### config.mk
export PLATFORM = sky130hd
export DESIGN_NAME = mem_access_unit_flat
export DESIGN_NICKNAME = d
export VERILOG_FILES = /design/src/rtl/mem_access_unit_pkg.sv /design/src/rtl/mem_access_unit_if.sv /design/src/rtl/mem_access_unit_load_formatter.sv /design/src/rtl/mem_access_unit.sv /design/src/flat_wrapper.sv
export SDC_FILE = /design/constraint.sdc
export NUM_CORES = 1
export LEC_CHECK = 0
export ABC_AREA = 1
export CORE_ASPECT_RATIO = 1.4
export CORE_MARGIN = 1.5
export CORE_UTILIZATION = 40
export DETAILED_ROUTE_END_ITERATION = 8
export PLACE_DENSITY = 0.78
export SYNTH_ARGS = -nofsm -noshare
export SYNTH_HDL_FRONTEND = slang
export SYNTH_SLANG_ARGS = --single-unit
### constraint.sdc
create_clock -name clk -period 3.1 [get_ports clk]
set_input_delay 0.62 -clock clk [delete_from_list [all_inputs] [get_ports clk]]
set_output_delay 0.62 -clock clk [all_outputs]
set_load 0.05 [all_outputs]
### src/rtl/mem_access_unit_pkg.sv
// Shared types and constants for the MEM-stage data-memory access unit.
package mem_access_unit_pkg;

   // Access size encodings carried on MEM_MemSize
   typedef enum logic [1:0] {
      MEMSZ_WORD  = 2'b00,
      MEMSZ_BYTE  = 2'b01,
      MEMSZ_BYTEU = 2'b10,
      MEMSZ_HALF  = 2'b11
   } mem_size_e;

   // Access controller states
   typedef enum logic [1:0] {
      ST_IDLE = 2'b00,
      ST_BUSY = 2'b01,
      ST_DONE = 2'b10
   } mau_state_e;

   // Load data returned when the bus never answers
   localparam logic [31:0] TIMEOUT_DATA = 32'hDEADBEEF;

   // Byte-lane enables for an access of the given size at byte offset lo
   function automatic logic [3:0] byte_enables(input mem_size_e size,
                                               input logic [1:0] lo);
      case (size)
         MEMSZ_WORD: return 4'b1111;
         MEMSZ_HALF: return 4'b0011 << lo;
         default:    return 4'b0001 << lo;
      endcase
   endfunction

endpackage

### src/rtl/mem_access_unit_if.sv
// Data-memory request/ready bus between the access unit and the memory.
interface mem_access_unit_if #(
   parameter int ADDR_WIDTH = 32
);
   logic                  dmem_req;
   logic                  dmem_we;
   logic [3:0]            dmem_be;
   logic [ADDR_WIDTH-1:0] dmem_addr;
   logic [31:0]           dmem_wdata;
   logic                  dmem_ready;
   logic [31:0]           dmem_rdata;

   modport master (
      output dmem_req, dmem_we, dmem_be, dmem_addr, dmem_wdata,
      input  dmem_ready, dmem_rdata
   );

   modport slave (
      input  dmem_req, dmem_we, dmem_be, dmem_addr, dmem_wdata,
      output dmem_ready, dmem_rdata
   );
endinterface

### src/rtl/mem_access_unit_load_formatter.sv
// Load lane select and sign/zero extension; purely combinational.
module mem_load_formatter
   import mem_access_unit_pkg::*;
(
   input  logic [31:0] rdata,
   input  logic [1:0]  addr_lo,
   input  mem_size_e   size,
   output logic [31:0] data
);

   logic [31:0] shifted;

   // Shift the addressed lane down to bit 0, then extend per access size
   always_comb begin
      shifted = rdata >> {addr_lo, 3'b000};
      case (size)
         MEMSZ_WORD:  data = rdata;
         MEMSZ_BYTE:  data = {{24{shifted[7]}}, shifted[7:0]};
         MEMSZ_BYTEU: data = {24'h000000, shifted[7:0]};
         MEMSZ_HALF:  data = {{16{shifted[15]}}, shifted[15:0]};
         default:     data = rdata;
      endcase
   end

endmodule

### src/rtl/mem_access_unit.sv
// MEM-stage data-memory access controller: req/ready bus handshake,
// load formatting and pipeline stall generation.
// Optional BUSY watchdog enabled by defining MEM_ACCESS_TIMEOUT_EN.
module mem_access_unit
   import mem_access_unit_pkg::*;
#(
   parameter int ADDR_WIDTH     = 32,
   parameter int TIMEOUT_CYCLES = 255
) (
   input  logic        clk,
   input  logic        reset,
   input  logic        MEM_MemRead,
   input  logic        MEM_MemWrite,
   input  logic [1:0]  MEM_MemSize,
   input  logic [31:0] MEM_ALUOut,
   input  logic [31:0] MEM_WriteData,
   input  logic        MEM_flush,
   input  logic        MEM_hold,
   output logic        MEM_stall,
   output logic [31:0] MEM_MemReadData,
   output logic        MEM_misalign,
   mem_access_unit_if.master dmem,
   output logic        bus_error
);

   mau_state_e  state, next_state;
   mem_size_e   size;
   logic [1:0]  lo;
   logic        access;
   logic        start;
   logic        abort;
   logic        timeout_hit;
   logic [1:0]  lat_lo;
   mem_size_e   lat_size;
   logic [31:0] fmt_data;

   assign size = mem_size_e'(MEM_MemSize);
   assign lo   = MEM_ALUOut[1:0];

   // Misalignment detection and access qualification
   always_comb begin
      MEM_misalign = (MEM_MemRead | MEM_MemWrite) &
                     (((size == MEMSZ_WORD) & (lo != 2'b00)) |
                      ((size == MEMSZ_HALF) & lo[0]));
      access = (MEM_MemRead | MEM_MemWrite) & ~MEM_misalign;
      start  = (state == ST_IDLE) & access & ~MEM_flush;
   end

   mem_load_formatter u_fmt (
      .rdata   (dmem.dmem_rdata),
      .addr_lo (lat_lo),
      .size    (lat_size),
      .data    (fmt_data)
   );

`ifdef MEM_ACCESS_TIMEOUT_EN
   localparam int CNT_W = ($clog2(TIMEOUT_CYCLES + 1) > 8) ?
                          $clog2(TIMEOUT_CYCLES + 1) : 8;
   logic [CNT_W-1:0] busy_cnt;

   assign timeout_hit = (state == ST_BUSY) & ~dmem.dmem_ready &
                        (busy_cnt == CNT_W'(TIMEOUT_CYCLES - 1));

   // Watchdog: counts BUSY cycles, pulses bus_error on expiry
   always_ff @(posedge clk or negedge reset) begin
      if (!reset) begin
         busy_cnt  <= '0;
         bus_error <= 1'b0;
      end else begin
         bus_error <= timeout_hit;
         if (start)
            busy_cnt <= '0;
         else if (state == ST_BUSY)
            busy_cnt <= busy_cnt + 1'b1;
      end
   end
`else
   assign timeout_hit = 1'b0;
   assign bus_error   = 1'b0;
`endif

   // State register
   always_ff @(posedge clk or negedge reset) begin
      if (!reset)
         state <= ST_IDLE;
      else
         state <= next_state;
   end

   // Next-state and stall request
   always_comb begin
      next_state = state;
      MEM_stall  = 1'b0;
      case (state)
         ST_IDLE: begin
            MEM_stall = start;
            if (start)
               next_state = ST_BUSY;
         end
         ST_BUSY: begin
            MEM_stall = 1'b1;
            // A squashed access still has to drain its bus transaction
            if (dmem.dmem_ready)
               next_state = (abort | MEM_flush) ? ST_IDLE : ST_DONE;
            else if (timeout_hit)
               next_state = ST_DONE;
         end
         ST_DONE: begin
            next_state = (MEM_hold & ~MEM_flush) ? ST_DONE : ST_IDLE;
         end
         default: next_state = ST_IDLE;
      endcase
   end

   // Bus request, latched access attributes, abort flag and load result
   always_ff @(posedge clk or negedge reset) begin
      if (!reset) begin
         dmem.dmem_req   <= 1'b0;
         dmem.dmem_we    <= 1'b0;
         dmem.dmem_be    <= '0;
         dmem.dmem_addr  <= '0;
         dmem.dmem_wdata <= '0;
         MEM_MemReadData <= '0;
         lat_lo          <= '0;
         lat_size        <= MEMSZ_WORD;
         abort           <= 1'b0;
      end else if (start) begin
         dmem.dmem_req   <= 1'b1;
         dmem.dmem_we    <= MEM_MemWrite;
         dmem.dmem_be    <= byte_enables(size, lo);
         dmem.dmem_addr  <= {MEM_ALUOut[ADDR_WIDTH-1:2], 2'b00};
         dmem.dmem_wdata <= MEM_WriteData << {lo, 3'b000};
         lat_lo          <= lo;
         lat_size        <= size;
         abort           <= 1'b0;
      end else if (state == ST_BUSY) begin
         if (MEM_flush)
            abort <= 1'b1;
         if (dmem.dmem_ready) begin
            dmem.dmem_req <= 1'b0;
            abort         <= 1'b0;
            if (!dmem.dmem_we && !abort && !MEM_flush)
               MEM_MemReadData <= fmt_data;
         end else if (timeout_hit) begin
            dmem.dmem_req   <= 1'b0;
            abort           <= 1'b0;
            MEM_MemReadData <= TIMEOUT_DATA;
         end
      end
   end

endmodule

### src/flat_wrapper.sv
// flat-port wrapper written by rule: the top's interface ports become plain ports
module mem_access_unit_flat import mem_access_unit_pkg::*;
#(
   parameter int ADDR_WIDTH     = 32,
   parameter int TIMEOUT_CYCLES = 255
)
  (clk, reset, MEM_MemRead, MEM_MemWrite, MEM_MemSize, MEM_ALUOut, MEM_WriteData, MEM_flush, MEM_hold, MEM_stall, MEM_MemReadData, MEM_misalign, bus_error, dmem_dmem_req, dmem_dmem_we, dmem_dmem_be, dmem_dmem_addr, dmem_dmem_wdata, dmem_dmem_ready, dmem_dmem_rdata);
  mem_access_unit_if #(.ADDR_WIDTH(ADDR_WIDTH)) dmem_i ();
  input  logic clk;
  input  logic reset;
  input  logic MEM_MemRead;
  input  logic MEM_MemWrite;
  input  logic [1:0] MEM_MemSize;
  input  logic [31:0] MEM_ALUOut;
  input  logic [31:0] MEM_WriteData;
  input  logic MEM_flush;
  input  logic MEM_hold;
  output logic MEM_stall;
  output logic [31:0] MEM_MemReadData;
  output logic MEM_misalign;
  output logic bus_error;
  output wire logic [$bits(dmem_i.dmem_req)-1:0] dmem_dmem_req;
  output wire logic [$bits(dmem_i.dmem_we)-1:0] dmem_dmem_we;
  output wire logic [$bits(dmem_i.dmem_be)-1:0] dmem_dmem_be;
  output wire logic [$bits(dmem_i.dmem_addr)-1:0] dmem_dmem_addr;
  output wire logic [$bits(dmem_i.dmem_wdata)-1:0] dmem_dmem_wdata;
  input wire logic [$bits(dmem_i.dmem_ready)-1:0] dmem_dmem_ready;
  input wire logic [$bits(dmem_i.dmem_rdata)-1:0] dmem_dmem_rdata;
  assign dmem_dmem_req = dmem_i.dmem_req;
  assign dmem_dmem_we = dmem_i.dmem_we;
  assign dmem_dmem_be = dmem_i.dmem_be;
  assign dmem_dmem_addr = dmem_i.dmem_addr;
  assign dmem_dmem_wdata = dmem_i.dmem_wdata;
  assign dmem_i.dmem_ready = dmem_dmem_ready;
  assign dmem_i.dmem_rdata = dmem_dmem_rdata;
  mem_access_unit #(.ADDR_WIDTH(ADDR_WIDTH), .TIMEOUT_CYCLES(TIMEOUT_CYCLES)) u_core (.clk(clk), .reset(reset), .MEM_MemRead(MEM_MemRead), .MEM_MemWrite(MEM_MemWrite), .MEM_MemSize(MEM_MemSize), .MEM_ALUOut(MEM_ALUOut), .MEM_WriteData(MEM_WriteData), .MEM_flush(MEM_flush), .MEM_hold(MEM_hold), .MEM_stall(MEM_stall), .MEM_MemReadData(MEM_MemReadData), .MEM_misalign(MEM_misalign), .dmem(dmem_i), .bus_error(bus_error));
endmodule
; ---- Word-level counts from Yosys, hierarchy flattened
; Cells that the tools add are included.
[op_classes]
eq_ne = 8
mux = 15
bitwise = 13
reduce_logical = 16
shift = 4
[op_table]
columns = operator, count
row1 = case mux 32 bit (4 select lines), 1
row2 = << shifter 32 x 5 -> 32 bit, 1
row3 = right shift 32 x 5 -> 16 bit, 1
row4 = "== test 2 bit, second input constant", 4
row5 = 2-to-1 mux 2 bit, 4
row6 = case mux 4 bit (2 select lines), 1
row7 = bitwise AND 1 bit, 7
row8 = 2-to-1 mux 1 bit, 7
row9 = zero test 2 bit, 3
row10 = case mux 2 bit (3 select lines), 1
row11 = AND reduction 2 bit, 3
row12 = nonzero test 2 bit, 3
row13 = "== test 2 x 1 -> 1 bit, second input constant", 2
row14 = AND reduction 4 bit, 1
row15 = "<< shifter 1 x 2 -> 4 bit, first input constant", 1
row16 = "<< shifter 2 x 2 -> 4 bit, first input constant", 1
row17 = zero test 1 bit, 3
row18 = inverter 1 bit, 3
row19 = bitwise OR 1 bit, 3
row20 = nonzero test 3 bit, 1
row21 = logical AND 1 bit, 2
row22 = "!= test 2 x 1 -> 1 bit, second input constant", 1
row23 = "!= test 2 bit, second input constant", 1
row24 = case mux 1 bit (2 select lines), 1
[totals]
register_bits = 107
elab_cells = 66
inputBits = 105

; ---- Depth between registers and ports, before layout
; Gate-level depths: netlist (run 1).
[depth]
depth_word = 10
ltp_mapped = 9
mapped_depth_nobuf = 8

; ---- Cells and area by module
; A second synthesis (run 1) with hierarchy kept.
[unflattened]
cells_unflattened = 855
area_unflattened_um2 = 6039.5
[modules_own_cells]
columns = module, n_inst, cells_per_inst, area_per_inst_um2
row1 = mem_access_unit, 1, 663, 5088.6
row2 = mem_load_formatter, 1, 192, 950.9

; ---- Worst setup path before layout (run 1)
; OpenSTA, ideal clock, no wires.
[synth_path]
kind = input port to output port
startpoint = input MEM_ALUOut[1]
endpoint = output MEM_stall
cell_stages = 7
t_arrival_ps = 1741
n_path_buf = 2
required_ps = 2480
path_slack_ps = 739
path_cell_list = buf_2 -> nor2_8 -> o21ai_2 -> nor2_8 -> inv_6 -> buf_6 -> nand2_1
[synth_between]
elab_chain_len = 9
[synth_rtl]
columns = item, line
row1 = start: declaration, flat_wrapper.sv:14  ; input logic [31:0] MEM_ALUOut;
row2 = nonzero test 2 bit, mem_access_unit.sv:43  ; (((size == MEMSZ_WORD) & (lo != 2'b00)) |
row3 = bitwise AND 1 bit, mem_access_unit.sv:43
row4 = bitwise OR 1 bit, mem_access_unit.sv:43
row5 = bitwise AND 1 bit, mem_access_unit.sv:42  ; MEM_misalign = (MEM_MemRead | MEM_MemWrite) &
row6 = inverter 1 bit, mem_access_unit.sv:45  ; access = (MEM_MemRead | MEM_MemWrite) & ~MEM_misalign;
row7 = bitwise AND 1 bit, mem_access_unit.sv:45
row8 = bitwise AND 1 bit (2 in a row), mem_access_unit.sv:46  ; start = (state == ST_IDLE) & access & ~MEM_flush;
row9 = case mux 1 bit (2 select lines), mem_access_unit.sv:94  ; case (state)
row10 = end: declaration, flat_wrapper.sv:18  ; output logic MEM_stall;
; Every way passes these cells.

; ---- Worst setup path after layout (run 1)
[layout_path]
startpoint = input MEM_ALUOut[0]
endpoint = output MEM_stall
[layout_between]
elab_chain_len = 9
[layout_rtl]
columns = item, line
row1 = nonzero test 2 bit, mem_access_unit.sv:43
row2 = bitwise AND 1 bit, mem_access_unit.sv:43
row3 = bitwise OR 1 bit (*), mem_access_unit.sv:43
row4 = bitwise AND 1 bit (*), mem_access_unit.sv:42
row5 = inverter 1 bit (*), mem_access_unit.sv:45
row6 = bitwise AND 1 bit (*), mem_access_unit.sv:45
row7 = bitwise AND 1 bit (*) (2 in a row), mem_access_unit.sv:46
row8 = case mux 1 bit (2 select lines) (*), mem_access_unit.sv:94
; Mark *: on every way between the ends. The rest lies on a longest branch, timed or not.

==> summary.md, run 1 <==
| Metric | Value |
|---|---|
| Hold Crit Class | in -> async |
| Inst Count DP | 1109 |
| Share of layout cells above drive strength 1 | 4.666% |
| Vias | 5410 |
| RSZ-0062 raised after global routing | no |
| First-pass iteration count of the detailed router | 5 |
| Resize count post-CTS | 0 |
| Worst R2R Start | u_core.lat_lo[0] |
| Combinational Power Share | 56.9% |
| Cts hold-fix bufs | 0 |
| Postcts setup bufs | 0 |
| Reg2Reg Setup Slack | 0.92 ns |
| Placed cell areas | 7634 µm² |
| CP startpoint kind | primary input |
| I/O pin count | 210 |
| FF+latch count, synth | 107 |
| Clock Pin Slew Worst Setup and Hold Paths | 0.07 ns |
| CP Class | in -> out |
| Sw Ratio | 49.64% |
| Clk Latency, worst-skew pair | 0.34 ns |
| DRC | 0 |
| Core area | 13390 µm² |
| CTS root buf | clkbuf_16 |
| Max cap viols | 0 |
| Bufs on Longest Clock Path | 2 |
| DRT iter0 DRCs | 225 |
| Die X | 101.9 µm |
| Mapped Cells | 748 |
| Peak supply drop | 434.6 µV |
| Vias in the first global route | 5333 |
| Die Y | 141.4 µm |
| Port buffer count | 206 |
| Fin nets | 1043 |
| Largest net degree at the start of global routing | 72 |
| CTS sink count | 107 |
| Final setup violation count | 0 |
| Final hold vios | 0 |
| Post-synth cell types | 29 |
| Fillers | 1225 |
| CP Max Fanout | 27 |
| CP Capture Point | MEM_stall |
| Initial antenna violation count | 0 |
| # H-tree levels | 3 |
| Drt via density | 4.809 |
| Critical Path Sink Type | output port |
| Worst Reg2Reg Path Length in Cells | 6 |
| Power per cell area | 1017 nW/µm² |
| Die ar. | 14410 µm² |
| Most common cell after layout, fill and taps aside | nand2_1 |
| CP max stage cell | clkdlybuf4s50_1 |
| Final Wtd Congestion | 0.9215 |
| Rel. slew slack | 52.86% |
| Post-route ant nets | 0 |
| Net Sw Power | 4.010 mW |
| Initial core utilization | 40.89% |
| Min Tclk post-route | 2.827 ns |
| Critical path origin | MEM_ALUOut[0] |
| # rows | 50 |
| Crit share post-route | 91.19% |
| Max Clk Rate | 0.3538 GHz |
| Mean post-synth cell area | 7.318 µm² |
| Leakage | 4.002 nW |
| Worst Tran Pin Value | 0.7071 ns |
| Fin area | 7945 µm² |
| Clk_skew | 0.006372 ns |
| CTS tree | built |
| Grt ovf | 0 |
| First-pass GRT wire length | 25920 µm |
| Critical Path Max Stage Delay | 0.61 ns |
| Int Power | 4.069 mW |
| Setup TNS | 0 ns |
| Commonest non-fill, non-tap cells in the layout | nand2_1 (380), clkdlybuf4s50_1 (203), dfrtp_1 (107) |
| Sequential share of the synthesized area | 48.91% |
| Layout Cells excl Fill | 1125 |
| Req. time, crit path | 2.48 ns |
| Total Routing Usage GR | 22.87% |
| Clock share of power | 14.8% |
| RR Endpoint | u_core.MEM_MemReadData[0] |
| Hpwl dp | 11820 µm |
| Share of power burned in registers | 28.3% |
| Critical Path AT | 2.21 ns |
| Number of diodes | 0 |
| Slew Limit Fails | 0 |
| Total Power | 8.079 mW |
| Layout area overhead | 45.14% |
| Mapped Area | 5474 µm² |
| Outcome | finished, final reports clean |
| CTS buffer count | 9 |
| Synth warnings | 0 |
| CP Cell Sequence | clkdlybuf4s50_1 -> buf_4 -> nand3_2 -> o21ai_2 -> nor2_8 -> inv_6 -> nand2_1 -> buf_12 |
| WL/cell | 14.43 µm |
| Detailed Route WL | 16240 µm |
[area by class of cell]
class	count	area, µm²	share of cell area, %
tap	182	227.7	2.866
clock buffer	9	225.2	2.835
inverter	44	170.2	2.142
clock inverter	7	86.33	1.087
multi-input combinational	557	2369	29.81
sequential	107	2678	33.70
timing repair buffer	219	2190	27.56
[cells in the mapped netlist]
master	count	area (µm²)
a21oi_1	18	90.09
a22oi_1	1	7.510
and2_1	1	6.260
buf_2	23	115.1
buf_4	3	22.52
buf_6	9	101.4
clkbuf_1	7	26.28
clkinv_1	2	7.510
conb_1	1	3.750
dfrtp_1	107	2678
inv_1	38	142.6
inv_2	3	11.26
inv_6	1	8.760
mux2i_1	4	40.04
nand2_1	380	1426
nand2_2	2	12.51
nand3_1	64	320.3
nand3_2	1	10.01
nand4_1	3	18.77
nor2_1	25	93.84
nor2_2	1	6.260
nor2_8	2	40.04
nor3_1	1	5.000
o211ai_1	7	52.55
o21ai_0	35	175.2
o21ai_1	5	25.02
o21ai_2	1	8.760
o22ai_1	2	12.51
or2_2	1	6.260
[power groups by stage]
| stage | Sequential (mW) | Combinational [mW] | Clock (mW) |
|---|---|---|---|
| 6_report | 2.29 | 4.60 | 1.19 |
| 5_1_grt | 2.36 | 4.91 | 1.28 |
| 4_1_cts | 2.29 | 4.63 | 1.22 |
| 3_5_place_dp | 2.31 | 4.61 | 0 |
| 3_3_place_gp | 2.30 | 4.57 | 0 |
| 2_1_floorplan | 4.13 | 1.18 | 0 |
[per-stage QoR]
stage                     hold slack [ns]  utilization (%)  setup WS (ns)
final                              0.1597            59.35         0.2732
after global routing               0.1687            59.35         0.1644
after CTS                          0.1607            59.35         0.2657
after detailed placement           0.4575            57.02         0.2656
after global placement             0.4528            57.02         0.2989
after floorplan                    0.3244                -         0.7390
[critical path, delay by kind of cell]
kind	cells	cell delay, ns
AO/OA/AOI/OAI	1	0.13
AND/OR/NAND/NOR	3	0.28
buffers and inverters	4	1.17
[logic make-up after synthesis]
kind of cell / synth area share, %
multiplexers: 0.7315
other: 0.06851
AND/OR/NAND/NOR: 35.54
buffers and inverters: 7.955
flip-flops: 48.91
AO/OA/AOI/OAI: 6.789
[state kept, by name (all words and copies together) (netlist names)]
register,flops
u_core.MEM_MemReadData,32
u_core.abort,1
u_core.dmem.dmem_addr,30
u_core.dmem.dmem_be,4
u_core.dmem.dmem_req,1
u_core.dmem.dmem_wdata,32
u_core.dmem.dmem_we,1
u_core.lat_lo,2
u_core.lat_size,2
u_core.state,2
[metal layers]
layer	global-route usage, %	up-vias	routed length (µm)
li1	-	2709	-
met1	28.05	2475	6384
met5	0	-	0
met4	8.652	0	457
met2	39.02	200	8261
met3	4.926	26	1135
[how the worst min path moves through the flow]
stage | from | to | slack (ns) | cells after the start
3_5_place_dp | u_core.dmem.dmem_wdata[19] | u_core.dmem.dmem_wdata[19] | 0.46 | 2
6_report | reset | u_core.MEM_MemReadData[21] | 0.16 | 1
4_1_cts | reset | u_core.MEM_MemReadData[21] | 0.16 | 1
5_1_grt | reset | u_core.MEM_MemReadData[21] | 0.17 | 1
3_3_place_gp | u_core.dmem.dmem_addr[23] | u_core.dmem.dmem_addr[23] | 0.45 | 2
2_1_floorplan | reset | u_core.MEM_MemReadData[0] | 0.32 | 0
Note: power is estimated with default switching activity, not from simulation.
==> inputs of run 2 (changes only) <==
- PLACE_DENSITY: 0.78 -> unset
- PLACE_DENSITY_LB_ADDON: unset -> 0.1
==> run 2 against run 1 <==
  * Non-clock buffer count fell by 5
  * Register-to-register slack got worse by 0.21 ns
  * Fmax rose by 8.6%
  * Worst setup slack gained 0.22 ns
  * Critical path type unchanged
  * Critical endpoint is now MEM_misalign
==> summary.md, run 2 (same netlist as run 1, synthesis figures left out) <==
| Metric | Value |
|---|---|
| Crit share post-route | 84.00% |
| Rel. slew slack | 47.61% |
| Max Clk Rate | 0.3840 GHz |
| Final core occ | 59.08% |
| Critical Path Max Stage Delay | 0.64 ns |
| Post-route ant nets | 0 |
| Commonest non-fill, non-tap cells in the layout | nand2_1 (380), clkdlybuf4s50_1 (203), dfrtp_1 (107) |
| Setup TNS | 0 ns |
| Vias | 5520 |
| Slew Limit Fails | 0 |
| Port buffer count | 206 |
| First-pass GRT wire length | 26240 µm |
| Worst Tran Pin Value | 0.7858 ns |
| Die ar. | 14410 µm² |
| Outcome | finished, final reports clean |
| Top flop regs | u_core.MEM_MemReadData x32, u_core.dmem.dmem_wdata x32, u_core.dmem.dmem_addr x30 |
| I/O pin count | 210 |
| Core area | 13390 µm² |
| CP Max Fanout | 8 |
| Fillers | 1333 |
| CTS tree | built |
| Req. time, crit path | 2.48 ns |
| WL/cell | 14.98 µm |
| Fin nets | 1038 |
| Leakage | 3.979 nW |
| Number of diodes | 0 |
| Postcts setup bufs | 0 |
| Clock Pin Slew Worst Setup and Hold Paths | 0.07 ns |
| Initial antenna violation count | 0 |
| Critical Path Sink Type | output port |
| Layout area overhead | 44.50% |
| Final hold vios | 0 |
| Top Family by Delay on Critical Path | buffers and inverters |
| CP startpoint kind | primary input |
| CP Cell Sequence | clkdlybuf4s50_1 -> nor2_8 -> o21ai_2 -> and2_1 -> buf_12 |
| CP max stage cell | clkdlybuf4s50_1 |
| Power per cell area | 1025 nW/µm² |
| Die Y | 141.4 µm |
| Layout Cells excl Fill | 1120 |
| # H-tree levels | 3 |
| Drt via density | 4.929 |
| Peak supply drop | 496.3 µV |
| Bufs on Longest Clock Path | 2 |
| DRT iter0 DRCs | 260 |
| Largest net degree at the start of global routing | 73 |
| Min Tclk post-route | 2.604 ns |
| RSZ-0062 raised after global routing | no |
| CTS root buf | clkbuf_16 |
| Most common cell after layout, fill and taps aside | nand2_1 |
| Final Wtd Congestion | 0.9460 |
| WHS | 0.3070 ns |
| Inst Count DP | 1104 |
| DRC | 0 |
| Total Routing Usage GR | 23.20% |
| Hpwl dp | 12200 µm |
| # rows | 50 |
| Final setup violation count | 0 |
| CP Buf/Inv Count | 2 |
| First-pass iteration count of the detailed router | 5 |
| Clk Latency, worst-skew pair | 0.35 ns |
| Critical Path AT | 1.98 ns |
| CTS buffer count | 9 |
| CTS sink count | 107 |
| Resize count post-CTS | 0 |
| Cts hold-fix bufs | 0 |
| Hold Crit Class | in -> async |
| Vias in the first global route | 5450 |
| Grt ovf | 0 |
| Initial core utilization | 40.89% |
| Die X | 101.9 µm |
| Max cap viols | 0 |
| Share of layout cells above drive strength 1 | 4.264% |
| Clk_skew | 0.009753 ns |
| Total Power | 8.106 mW |
| CP Class | in -> out |
| Detailed Route WL | 16770 µm |
-- run 2: changes by cell type in the layout (fill, tap and decap cells not counted) --
cell    previous run  this run
buf_4             13         8
nor2_1            25        24
nor2_2             1         2
-- run 2: final cells by class --
cell class              instances  area (µm²)  share of cell area, %
flip-flops and latches        107        2678                  33.85
multi-input cells             557        2371                  29.97
repair buffers                214        2152                  27.21
well taps                     182       227.7                  2.879
clock buffers                   9       225.2                  2.847
inverters                      44       170.2                  2.151
clock inverters                 7       86.33                  1.091
-- run 2: metrics by stage --
step                      setup WS [ns]  area (µm²)
after global routing             0.4284        7910
after CTS                        0.4731        7910
after detailed placement         0.3113        7599
after floorplan                  0.7390        5482
after global placement           0.4307        7599
final                            0.4959        7910
-- run 2: final timing paths --
path	from	to	slack, ns	cells after the start
setup / recovery	MEM_ALUOut[0]	MEM_misalign	0.50	5
hold / removal	reset	u_core.MEM_MemReadData[23]	0.31	1
setup reg to reg	u_core.lat_lo[0]	u_core.MEM_MemReadData[0]	0.71	5
hold reg to reg	u_core.dmem.dmem_addr[3]	u_core.dmem.dmem_addr[3]	0.48	2
max in group asynchronous	reset	u_core.dmem.dmem_wdata[0]	2.03	2
min in group clk	u_core.dmem.dmem_addr[3]	u_core.dmem.dmem_addr[3]	0.48	2
-- run 2: layer usage --
layer	share of wire, %	GRT usage [%]	vias up
met2	50	38.63	231
met3	7.2	5.025	44
met4	4.8	12.62	0
met5	0	0	-
met1	38	27.64	2540
li1	-	-	2705
-- run 2: power breakdown --
| group | switching [mW] | total, mW | internal [mW] |
|---|---|---|---|
| clock network | 0.562 | 1.20 | 0.642 |
| logic | 3.14 | 4.60 | 1.46 |
| registers | 0.349 | 2.30 | 1.95 |
